[config.mk]
export PLATFORM = sky130hd
export DESIGN_NAME = serial_magnitude_comparator_ctrl_flat
export DESIGN_NICKNAME = d
export VERILOG_FILES = /design/src/rtl/serial_magnitude_comparator_ctrl_if.sv /design/src/rtl/serial_magnitude_comparator_ctrl.sv /design/src/flat_wrapper.sv
export SDC_FILE = /design/constraint.sdc
export NUM_CORES = 1
export LEC_CHECK = 0
export ABC_AREA = 1
export BUFFER_PORTS_ARGS = -buffer_cell sky130_fd_sc_hd__buf_4
export CAP_MARGIN = 10
export CORE_AREA = 8 8 51 70
export DETAILED_ROUTE_END_ITERATION = 6
export DIE_AREA = 0 0 59 78
export GPL_TIMING_DRIVEN = 0
export PLACE_DENSITY = 0.83
export SYNTH_ARGS = -nofsm -noshare
export SYNTH_HDL_FRONTEND = slang
export SYNTH_SLANG_ARGS = --single-unit
[constraint.sdc]
create_clock -name clk -period 3.19 [get_ports clk]
set_input_delay 0.319 -clock clk [delete_from_list [all_inputs] [get_ports clk]]
set_output_delay 0.319 -clock clk [all_outputs]
set_load 0.02 [all_outputs]
[src/rtl/serial_magnitude_comparator_ctrl_if.sv]
// Bundle of the request-side handshake and the external comparator slice
// connection for serial_magnitude_comparator_ctrl.
//   start/a/b        : request pulse and operands from the requesting unit
//   busy/done/EQ/GT  : status and registered result back to the requester
//   slice_a/b/eq/gt  : digit and cascade inputs driven onto the slice
//   slice_EQ/GT      : combinational cascade outputs returned by the slice
// master = requester + slice side, slave = the sequencer.
interface serial_magnitude_comparator_ctrl_if #(
  parameter int WIDTH = 8
);
  logic             start;
  logic [WIDTH-1:0] a;
  logic [WIDTH-1:0] b;
  logic             busy;
  logic             done;
  logic             EQ;
  logic             GT;
  logic [1:0]       slice_a;
  logic [1:0]       slice_b;
  logic             slice_eq;
  logic             slice_gt;
  logic             slice_EQ;
  logic             slice_GT;

  modport master (
    output start, a, b, slice_EQ, slice_GT,
    input  busy, done, EQ, GT, slice_a, slice_b, slice_eq, slice_gt
  );

  modport slave (
    input  start, a, b, slice_EQ, slice_GT,
    output busy, done, EQ, GT, slice_a, slice_b, slice_eq, slice_gt
  );
endinterface

[src/rtl/serial_magnitude_comparator_ctrl.sv]
// Serial magnitude comparator sequencer. Walks two WIDTH-bit unsigned
// operands MSB first, 2 bits per digit, through one external combinational
// 2-bit cascadable comparator slice. Each digit is held on the slice for
// SETTLE_CYCLES clocks, then the slice's EQ/GT are captured and fed back as
// the next digit's cascade inputs. Stops early once eq drops.
// Ports:
//   clk   : rising-edge clock
//   rst_n : asynchronous active-low reset
//   bus   : slave side of serial_magnitude_comparator_ctrl_if (handshake,
//           registered result, slice drive and slice return)
module serial_magnitude_comparator_ctrl #(
  parameter int WIDTH         = 8,
  parameter int SETTLE_CYCLES = 3
) (
  input  logic clk,
  input  logic rst_n,
  serial_magnitude_comparator_ctrl_if.slave bus
);
  localparam int D  = WIDTH / 2;
  localparam int DW = (D > 1) ? $clog2(D) : 1;
  localparam int CW = (SETTLE_CYCLES > 1) ? $clog2(SETTLE_CYCLES) : 1;

  localparam logic [DW-1:0] DIG_INIT = DW'(D - 1);
  localparam logic [CW-1:0] CNT_INIT = CW'(SETTLE_CYCLES - 1);

  localparam logic [1:0] S_IDLE   = 2'd0;
  localparam logic [1:0] S_SETTLE = 2'd1;
  localparam logic [1:0] S_DONE   = 2'd2;

  logic [1:0]       r_state;
  logic [WIDTH-1:0] r_a_sr;
  logic [WIDTH-1:0] r_b_sr;
  logic             r_eq;
  logic             r_gt;
  logic [DW-1:0]    r_dig;
  logic [CW-1:0]    r_cnt;
  logic             r_EQ;
  logic             r_GT;

  logic w_last;

  // Finish on the last digit, or as soon as the slice reports a mismatch:
  // once eq is 0 no lower digit can change the outcome.
  assign w_last = (r_dig == '0) || !bus.slice_EQ;

  always_ff @(posedge clk or negedge rst_n) begin
    if (!rst_n) begin
      r_state <= S_IDLE;
      r_a_sr  <= '0;
      r_b_sr  <= '0;
      r_eq    <= 1'b0;
      r_gt    <= 1'b0;
      r_dig   <= '0;
      r_cnt   <= '0;
      r_EQ    <= 1'b0;
      r_GT    <= 1'b0;
    end else begin
      case (r_state)
        S_IDLE: begin
          if (bus.start) begin
            r_a_sr  <= bus.a;
            r_b_sr  <= bus.b;
            r_eq    <= 1'b1;
            r_gt    <= 1'b0;
            r_dig   <= DIG_INIT;
            r_cnt   <= CNT_INIT;
            r_state <= S_SETTLE;
          end
        end
        S_SETTLE: begin
          if (r_cnt != '0) begin
            r_cnt <= r_cnt - 1'b1;
          end else begin
            r_eq   <= bus.slice_EQ;
            r_gt   <= bus.slice_GT;
            r_a_sr <= r_a_sr << 2;
            r_b_sr <= r_b_sr << 2;
            if (w_last) begin
              r_EQ    <= bus.slice_EQ;
              r_GT    <= bus.slice_GT;
              r_state <= S_DONE;
            end else begin
              r_dig <= r_dig - 1'b1;
              r_cnt <= CNT_INIT;
            end
          end
        end
        S_DONE:  r_state <= S_IDLE;
        default: r_state <= S_IDLE;
      endcase
    end
  end

  assign bus.busy = (r_state != S_IDLE);
  assign bus.done = (r_state == S_DONE);
  assign bus.EQ   = r_EQ;
  assign bus.GT   = r_GT;

  // Slice drive comes only from registers so it stays glitch-free and
  // constant across a whole settle window; outside SETTLE it is parked at
  // the neutral cascade value.
  always_comb begin
    bus.slice_a  = 2'b00;
    bus.slice_b  = 2'b00;
    bus.slice_eq = 1'b1;
    bus.slice_gt = 1'b0;
    if (r_state == S_SETTLE) begin
      bus.slice_a  = r_a_sr[WIDTH-1 -: 2];
      bus.slice_b  = r_b_sr[WIDTH-1 -: 2];
      bus.slice_eq = r_eq;
      bus.slice_gt = r_gt;
    end
  end
endmodule

[src/flat_wrapper.sv]
// flat-port wrapper written by rule: the top's interface ports become plain ports
module serial_magnitude_comparator_ctrl_flat 
#(
  parameter int WIDTH         = 8,
  parameter int SETTLE_CYCLES = 3
)
  (clk, rst_n, bus_start, bus_a, bus_b, bus_slice_EQ, bus_slice_GT, bus_busy, bus_done, bus_EQ, bus_GT, bus_slice_a, bus_slice_b, bus_slice_eq, bus_slice_gt);
  serial_magnitude_comparator_ctrl_if #(.WIDTH(WIDTH)) bus_i ();
  input  logic clk;
  input  logic rst_n;
  input wire logic [$bits(bus_i.start)-1:0] bus_start;
  input wire logic [$bits(bus_i.a)-1:0] bus_a;
  input wire logic [$bits(bus_i.b)-1:0] bus_b;
  input wire logic [$bits(bus_i.slice_EQ)-1:0] bus_slice_EQ;
  input wire logic [$bits(bus_i.slice_GT)-1:0] bus_slice_GT;
  output wire logic [$bits(bus_i.busy)-1:0] bus_busy;
  output wire logic [$bits(bus_i.done)-1:0] bus_done;
  output wire logic [$bits(bus_i.EQ)-1:0] bus_EQ;
  output wire logic [$bits(bus_i.GT)-1:0] bus_GT;
  output wire logic [$bits(bus_i.slice_a)-1:0] bus_slice_a;
  output wire logic [$bits(bus_i.slice_b)-1:0] bus_slice_b;
  output wire logic [$bits(bus_i.slice_eq)-1:0] bus_slice_eq;
  output wire logic [$bits(bus_i.slice_gt)-1:0] bus_slice_gt;
  assign bus_i.start = bus_start;
  assign bus_i.a = bus_a;
  assign bus_i.b = bus_b;
  assign bus_i.slice_EQ = bus_slice_EQ;
  assign bus_i.slice_GT = bus_slice_GT;
  assign bus_busy = bus_i.busy;
  assign bus_done = bus_i.done;
  assign bus_EQ = bus_i.EQ;
  assign bus_GT = bus_i.GT;
  assign bus_slice_a = bus_i.slice_a;
  assign bus_slice_b = bus_i.slice_b;
  assign bus_slice_eq = bus_i.slice_eq;
  assign bus_slice_gt = bus_i.slice_gt;
  serial_magnitude_comparator_ctrl #(.WIDTH(WIDTH), .SETTLE_CYCLES(SETTLE_CYCLES)) u_core (.clk(clk), .rst_n(rst_n), .bus(bus_i));
endmodule
==> flow_metrics.tcl, run 1 <==
set metrics [dict create \
    drt_pass1_iterations 5 \
    yosys_register_bits 26 \
    hold_ws_ps 229.8 \
    critical_path_class "flip-flop to output pin" \
    wl_per_cell_um 12.31 \
    pwr-share-comb_pct 58.5 \
    hold_class "input port to flip-flop" \
    drt_iter0_drc 50 \
    p_clk_share_pct 9.5 \
    internal_power_mw 0.9502 \
    die_width_um 59 \
    startpoint_type "flip-flop" \
    diodes 0 \
    yosys_warnings 0 \
    clk_pin_slew_worst_paths_ps 140 \
    wirelength_um 2978 \
    min_period_over_period_pct 65.06 \
    final_cell_area_sq_um 1697 \
    slew_headroom_pct 78.53 \
    fin_skew_ps 1.059 \
    cpMostUsedCell "buf_4" \
    grt_start_max_net_pins 27 \
    path_cells "inv_1 -> nand2_2 -> buf_4 -> or2_2 -> buf_4" \
    finalMaxSlewViolations 0 \
    drc_errors 0 \
    yosysSeqAreaShare_pct 47.14 \
    dpl_cell_area_sq_um 1650 \
    max_freq_ghz 0.4818 \
    core_sq_um 2532 \
    leakage_nw 0.9258 \
    critPathArrivalTime_ps 1760 \
    finish.net_count 231 \
    synthesis.area_sq_um 1380 \
    worst_slack_ps 1114 \
    numClockSinks 26 \
    peakVddDrop_mv 0.6886 \
    grt_use_met3_pct 2.805 \
    rows 22 \
    cts_root_buf "clkbuf_4" \
    ant_nets 0 \
    dpl.hpwl_um 2285 \
    antenna_found_initial 0 \
    overflow 0 \
    initial_core_util_pct 54.50 \
    grt.total_usage_pct 14.31 \
    critPathSlowestCell "dfrtp_1" \
    htreeDepth 1 \
    die_area_sq_um 4602 \
    fin_setup_tns_ps 0 \
    hold_violations 0 \
    setup_viol 0 \
    grt_pass1_wl_um 5361 \
    sw_frac_of_total_pct 45.95 \
    syn_to_final_growth_pct 22.94 \
    avgViaCountPerCell 4.888 \
    grtUsageMet2_pct 25.44 \
    crit_path_max_fanout 10 \
    clk_latency_ps 320 \
    fp.dieH_um 78 \
    grt-busiest-layer "met2" \
    required_ps 2870 \
    seqPwrFrac_pct 32.0 \
    outcome "finished clean" \
    io_pins 31 \
    synthCells 171 \
    gp_congestion 0.8272 \
    syn_nets 195 \
    finalPower_mw 1.758 \
    grt_pass1_vias 1243 \
    worstMarginPinSlew_ps 322.0 \
    multiInputGateArea_sq_um 590.6 \
    maxCapViolations 0 \
    fillers 227 \
    cpPeakStageDelay_ps 480 \
    avgSynthCellArea_sq_um 8.071 \
    rsz0062_at_grt "no" \
    numCtsBuffers 3 \
    layout-drive-gt1-share_pct 26.70 \
    cts_tree "done" \
    vias 1183 \
    place_ws_ps 1493 \
    synth_cell_types 19 \
    portBuffers 30 \
    regArea_sq_um 650.6 \
    grt_util_met1_pct 16.07 \
    clockBufferDepth 2 \
    cp-end-kind "output pin" \
    powerDensity_nw_per_um2 1036 \
    power_switching_mw 0.8079 \
    final.min_clock_period_ps 2076 \
]
cell type report:
cell class              count  area share (%)
flip-flops and latches     26           38.35
multi-input cells         116           34.81
repair buffers             31           13.86
inverters                  24           5.310
plain buffers               5           2.876
well taps                  36           2.655
clock buffers               4           2.139
Yosys cell counts (all sizes together):
master,instances,area [sq um]
ha,3,37.54
inv,24,90.09
o21a,1,7.510
nor2,13,63.81
o22ai,1,6.260
nand3,18,102.6
a21oi,1,5.000
or2,1,6.260
dfrtp,26,650.6
nand2,63,256.5
buf,5,48.79
o21ai,15,105.1
placed cells by master, fill, tap and decap left out:
master         netlist  routed
clkbuf_4             0       3
o21ai_2              8       8
nor2_1              11      11
dlygate4sd3_1        0       1
dfrtp_1             26      26
buf_4                2      32
a21oi_1              1       1
nand3_4              1       1
nand3_1             17      17
o22ai_1              1       1
nor2_4               2       2
nand2_2              2       2
nand2_4              2       2
or2_2                1       1
clkbuf_8             0       1
inv_1               24      24
o21ai_0              6       6
ha_1                 3       3
buf_6                3       3
o21a_1               1       1
nand2_1             59      59
o21ai_1              1       1
registers in the layout (all words and copies together), names as in the netlist:
| name | flops |
|---|---|
| u_core.r_a_sr | 8 |
| u_core.r_b_sr | 8 |
| u_core.r_cnt | 2 |
| u_core.r_dig | 2 |
| u_core.r_state | 2 |
| u_core.bus.EQ | 1 |
| u_core.bus.GT | 1 |
| u_core.r_eq | 1 |
| u_core.r_gt | 1 |
routing by layer:
layer	up-vias	wire length [um]	part of all wire, %
met5	-	0	0
met4	0	29	0.97
met3	4	110	3.7
met2	24	1596	54
met1	561	1241	42
li1	594	-	-
worst paths after layout:
check	from	end	slack, ps	cells past startpoint
setup / recovery	u_core.r_state[1]	bus_slice_eq	1110	5
hold / removal	bus_b[1]	u_core.r_b_sr[1]	230	3
setup reg to reg	u_core.r_cnt[0]	u_core.r_dig[0]	1750	7
hold reg to reg	u_core.r_dig[0]	u_core.r_dig[0]	500	2
max in group asynchronous	rst_n	u_core.r_b_sr[4]	2540	2
min in group asynchronous	rst_n	u_core.r_cnt[0]	410	2
logic make-up after synthesis:
logic type / share of synthesized area, %
simple gates: 31.10
fa+ha+maj: 2.720
buf+inv: 10.06
flops: 47.14
compound gates: 8.976
power by group through the flow:
stage	clock network, mW	logic [mW]	registers, mW
detailed placement	0	1.04	0.569
finish	0.168	1.03	0.563
global placement	0	1.01	0.561
global route	0.181	1.16	0.580
CTS	0.170	1.05	0.562
floorplan	0	0.752	0.567
stage by stage:
stage	utilization [%]	std cells
detailed placement	65.17	237
global route	67.00	242
finish	67.00	242
CTS	67.00	242
floorplan	-	171
global placement	65.17	237
timing repair:
item	4_1_cts	5_1_grt
hold buffers	1	0
gates resized for setup	0	0
endpoints found under the setup margin	0	0
setup buffers	0	0
hold endpoints to repair	26	0
worst max-delay path, delay by kind of cell (launching register included):
kind | cells | cell delay, ps
flops | 1 | 480
simple gates | 2 | 420
buf+inv | 3 | 530
Note: power is estimated with default switching activity, not from simulation.
==> run 2: changes to the inputs <==
- ABC_AREA: 1 -> 0
- CORE_AREA: 8 8 51 70 -> 8 8 56 76
- DIE_AREA: 0 0 59 78 -> 0 0 64 84
- PLACE_DENSITY: 0.83 -> 0.75
- clock period: 3.19 -> 1.7 ns (I/O delays scaled with it)
==> flow_metrics.tcl, run 2 <==
set metrics [dict create \
    outcome "finished clean" \
    synth.largest_area_cell "dfrtp_1" \
    final_core_util_pct 59.26 \
    yosys_warnings 0 \
    fillers 263 \
    ant_nets 0 \
    synth_cell_types 31 \
    min_period_over_period_pct 94.92 \
    finalPower_mw 3.590 \
    synthesis.area_sq_um 1446 \
    drc_errors 0 \
    wirelength_um 3116 \
    clk_pin_slew_worst_paths_ps 90 \
    reg_top3 "u_core.r_a_sr: 8 flops, u_core.r_b_sr: 8 flops" \
    cts_root_buf "clkbuf_8" \
    avgSynthCellArea_sq_um 12.69 \
    wl_per_cell_um 16.49 \
    clockBufferDepth 2 \
    fin_setup_tns_ps 0 \
    die_area_sq_um 5376 \
    yosysSeqAreaShare_pct 44.98 \
    syn_to_final_growth_pct 26.73 \
    hold_class "input port to flip-flop" \
    final.min_clock_period_ps 1614 \
    portBuffers 30 \
    drt_iter0_drc 23 \
    crit_path_max_fanout 4 \
    r2r_start "u_core.r_dig[0]" \
    netlist.area_leader.share_pct 44.98 \
    core_sq_um 3093 \
    diodes 0 \
    finalMaxSlewViolations 0 \
    vias 984 \
    grt.total_usage_pct 12.01 \
    dominantRegCellSynth "dfrtp_1" \
    layout-drive-gt1-share_pct 50.00 \
    numClockSinks 26 \
    htreeDepth 1 \
    max_freq_ghz 0.6197 \
    critPathArrivalTime_ps 1770 \
    grt_pass1_vias 1147 \
    leakage_nw 0.8816 \
    rows 24 \
    worst_slack_ps 86.41 \
    synthCells 114 \
    syn_nets 138 \
    antenna_found_initial 0 \
    cts_tree "done" \
    critical_path_class "flip-flop to flip-flop" \
    fin_skew_ps 5.717 \
    dpl.hpwl_um 2385 \
    mostFrequentLayoutCells "buf_4 (31), dfrtp_1 (25), mux2_4 (15), mux2_2 (11), nor2b_1 (8)" \
    synth_edf_count 0 \
    numCtsBuffers 3 \
    gp_congestion 0.7673 \
    maxCapViolations 0 \
    die_width_um 64 \
    synthArstFlopShare_pct 100.0 \
    finish.net_count 175 \
    yosys_register_bits 26 \
    synth_commonest_cells "dfrtp_1 (26), mux2_4 (15), mux2_2 (11)" \
    grt_start_max_net_pins 27 \
    yosys-top-cells-area "dfrtp_1 (45%), mux2_4 (16%), mux2_2 (8.6%)" \
    slew_headroom_pct 72.41 \
    final_common_cell "buf_4" \
    cp-startpoint "u_core.r_dig[0]" \
    initial_core_util_pct 46.76 \
    overflow 0 \
    clk_latency_ps 270 \
    grt_pass1_wl_um 5257 \
    fp.dieH_um 84 \
    drt_pass1_iterations 4 \
    peakVddDrop_mv 0.8441 \
    avgViaCountPerCell 5.206 \
    cp-end-kind "flip-flop" \
    startpoint_type "flip-flop" \
    setup_viol 0 \
    required_ps 1860 \
    place_ws_ps -82.66 \
    yosysMostFrequentCell "dfrtp_1" \
    worstMarginPinSlew_ps 413.0 \
    worstHoldStart "bus_slice_GT" \
    io_pins 31 \
    hold_violations 0 \
    powerDensity_nw_per_um2 1958 \
]
-- run 2: worst paths after layout --
check                                         end  cells past startpoint  slack, ps
worst max-delay path              u_core.r_cnt[1]                      5         90
worst min-delay path                u_core.bus.GT                      2        140
worst max register to register    u_core.r_cnt[1]                      5         90
worst min register to register   u_core.r_a_sr[6]                      1        510
max in group asynchronous       u_core.r_state[0]                      2       1090
min in group asynchronous        u_core.r_b_sr[6]                      2        340
-- run 2: per-stage QoR --
stage / hold slack, ps / cell area (sq um) / cells
6_report: 142.6 / 1833 / 189
3_3_place_gp: 93.10 / 1720 / 183
5_1_grt: 135.0 / 1833 / 189
3_5_place_dp: 99.97 / 1720 / 183
2_1_floorplan: -125.6 / 1446 / 114
4_1_cts: 138.9 / 1815 / 189
-- run 2: critical path: stages (launching register included) --
cell and delay [ps]:
dfrtp_1 340, inv_1 70, ha_1 210, nand2b_1 220
a31oi_2 310, mux2_2 370
-- run 2: cells by family after synthesis --
logic type / Yosys count / synth area share (%)
AO/OA/AOI/OAI: 20 / 11.59
adder cells (fa/ha/maj): 3 / 2.595
buffers and inverters: 12 / 4.757
flip-flops: 26 / 44.98
multiplexers: 27 / 24.83
AND/OR/NAND/NOR: 26 / 11.25
-- run 2: layout make-up --
class	count	area, sq um	area share (%)
Clock buffer	3	41.29	2.253
Clock inverter	1	30.03	1.638
Multi-Input combinational cell	76	742.0	40.48
Tap cell	39	48.80	2.662
Timing Repair Buffer	32	242.7	13.24
Inverter	7	26.28	1.433
Buffer	5	50.05	2.730
Sequential cell	26	651.9	35.56
-- run 2: report_power, final --
| group | switching [mW] | internal, mW | leakage, nW |
|---|---|---|---|
| Sequential | 0.162 | 0.899 | 0.318 |
| Combinational | 0.891 | 1.14 | 0.528 |
| Clock | 0.188 | 0.315 | 0.0357 |
| Total | 1.24 | 2.35 | 0.882 |
-- run 2: timing repair --
action,in CTS,in global routing
buffers inserted,1,0
gates resized for setup,2,7
gates cloned,0,0
pin swaps,1,0
hold buffers,1,0
endpoints found under the hold margin,26,0
setup endpoints to repair,9,18
-- run 2: per-layer routing --
metal	GRT usage, %	vias up	share of wire, %
met5	0	-	0
met4	6.314	0	1.7
met3	3.091	4	4.8
met2	21.91	23	56
met1	11.83	481	38
li1	-	476	-
==> run 3: changes to the inputs <==
- ABC_AREA: 0 -> unset
- CORE_AREA: 8 8 56 76 -> 4 4 52 72
- CTS_BUF_LIST: unset -> sky130_fd_sc_hd__clkbuf_16
- DIE_AREA: 0 0 64 84 -> 0 0 56 76
==> flow_metrics.tcl, run 3 (synthesized netlist as in run 2, its figures left out) <==
set metrics [dict create \
    outcome "finished clean" \
    finish.net_count 175 \
    required_ps 1840 \
    die_area_sq_um 4256 \
    grt.total_usage_pct 14.95 \
    grtUsageMet2_pct 25.64 \
    leakage_nw 0.8969 \
    reg_top3 "u_core.r_a_sr: 8 flops, u_core.r_b_sr: 8 flops" \
    final.min_clock_period_ps 1625 \
    layout-drive-gt1-share_pct 49.33 \
    avgViaCountPerCell 5.238 \
    seqPwrFrac_pct 28.3 \
    internal_power_mw 2.504 \
    initial_core_util_pct 46.31 \
    final_core_util_pct 59.90 \
    maxCapViolations 0 \
    vias 990 \
    rsz0062_at_grt "no" \
    rows 24 \
    peakVddDrop_mv 1.084 \
    power_switching_mw 1.276 \
    portBuffers 30 \
    syn_to_final_growth_pct 29.33 \
    grt_pass1_wl_um 5112 \
    p_clk_share_pct 17.8 \
    mostFrequentLayoutCells "buf_4 (31), dfrtp_1 (25), mux2_4 (15), mux2_2 (11), nor2b_1 (8)" \
    max_freq_ghz 0.6152 \
    setup_viol 0 \
    fin_cells 189 \
    sw_frac_of_total_pct 33.75 \
    powerDensity_nw_per_um2 2021 \
    hold_class "input port to flip-flop" \
    gp_congestion 0.7268 \
    ant_nets 0 \
    fin_skew_ps 4.042 \
    drc_errors 0 \
    final_common_cell "buf_4" \
    wirelength_um 2948 \
    worstMarginPinSlew_ps 491.0 \
    startpoint_type "flip-flop" \
    grt_util_met1_pct 18.89 \
    hold_violations 0 \
    grt_use_met3_pct 1.525 \
    slew_headroom_pct 67.20 \
    io_pins 31 \
    worst_slack_ps 74.52 \
    clk_latency_ps 260 \
    cp-end-kind "flip-flop" \
    clockBufferDepth 2 \
    overflow 0 \
    critical_path_class "flip-flop to flip-flop" \
    grt_pass1_vias 1114 \
    fp.dieH_um 76 \
    die_width_um 56 \
    pwr-share-comb_pct 54.0 \
    fillers 263 \
    cts_root_buf "clkbuf_16" \
    core_sq_um 3123 \
    drt_iter0_drc 23 \
    antenna_found_initial 0 \
    diodes 0 \
    clk_pin_slew_worst_paths_ps 60 \
    numCtsBuffers 3 \
    dpl.hpwl_um 2120 \
    drt_pass1_iterations 2 \
    min_period_over_period_pct 95.62 \
    wl_per_cell_um 15.60 \
    finalPower_mw 3.780 \
    cts_tree "done" \
    finalMaxSlewViolations 0 \
    grt_start_max_net_pins 27 \
    place_ws_ps -96.93 \
    crit_path_max_fanout 10 \
    numClockSinks 26 \
    grt-busiest-layer "met2" \
    critPathArrivalTime_ps 1770 \
    htreeDepth 1 \
    dp.cells 183 \
]
==> run 3: path summary, 6_finish.rpt <==
path,start,to,slack [ps],cells past startpoint
min in group asynchronous,rst_n,u_core.r_a_sr[1],360,2
max in group asynchronous,rst_n,u_core.r_state[0],1070,2
setup reg to reg,u_core.r_cnt[1],u_core.r_a_sr[2],70,6
hold / removal,bus_slice_GT,u_core.bus.GT,160,2
setup / recovery,u_core.r_cnt[1],u_core.r_a_sr[2],70,6
hold reg to reg,u_core.r_b_sr[7],u_core.r_b_sr[7],500,1
==> run 3: critical path: stages (launching register included) <==
cell     delay [ps]
dfrtp_1         400
inv_1           100
ha_4            190
nand2_1         120
a21oi_4         190
buf_8           170
mux2_2          340
==> run 3: layout make-up <==
type / count / area (sq um) / area share [%]
Multi-Input combinational cell: 76 / 748.2 / 40.00
Sequential cell: 26 / 651.9 / 34.85
Timing Repair Buffer: 32 / 242.7 / 12.98
Clock buffer: 3 / 75.07 / 4.013
Tap cell: 39 / 48.80 / 2.609
Buffer: 5 / 47.55 / 2.542
Clock inverter: 1 / 30.03 / 1.605
Inverter: 7 / 26.28 / 1.405
==> run 3: timing repair <==
| item | CTS | global route |
|---|---|---|
| hold buffers | 1 | 0 |
| hold endpoints to repair | 26 | 0 |
| gates resized for setup | 2 | 6 |
| pin swaps | 1 | 0 |
| endpoints found under the setup margin | 9 | 19 |
| buffers inserted | 1 | 0 |
==> run 3: through the flow <==
stage          hold WS (ps)  TNS, ps  area (sq um)
2_1_floorplan        -125.6        0          1446
3_3_place_gp          94.69   -275.3          1720
3_5_place_dp          95.63   -620.1          1720
4_1_cts               153.2        0          1849
5_1_grt               163.7        0          1871
6_report              158.3        0          1871
==> run 3: per-layer routing <==
layer | part of all wire [%] | up-vias
li1 | - | 478
met1 | 44 | 485
met2 | 52 | 23
met3 | 3.1 | 4
met4 | 1.1 | 0
met5 | 0 | -
==> run 3: power by group through the flow <==
stage / sequential [mW] / clock (mW) / combinational [mW]
after floorplan: 1.05 / 0 / 1.48
after global placement: 1.06 / 0 / 1.88
after detailed placement: 1.07 / 0 / 1.96
after CTS: 1.06 / 0.687 / 2.01
after global routing: 1.11 / 0.717 / 2.22
final: 1.07 / 0.673 / 2.04
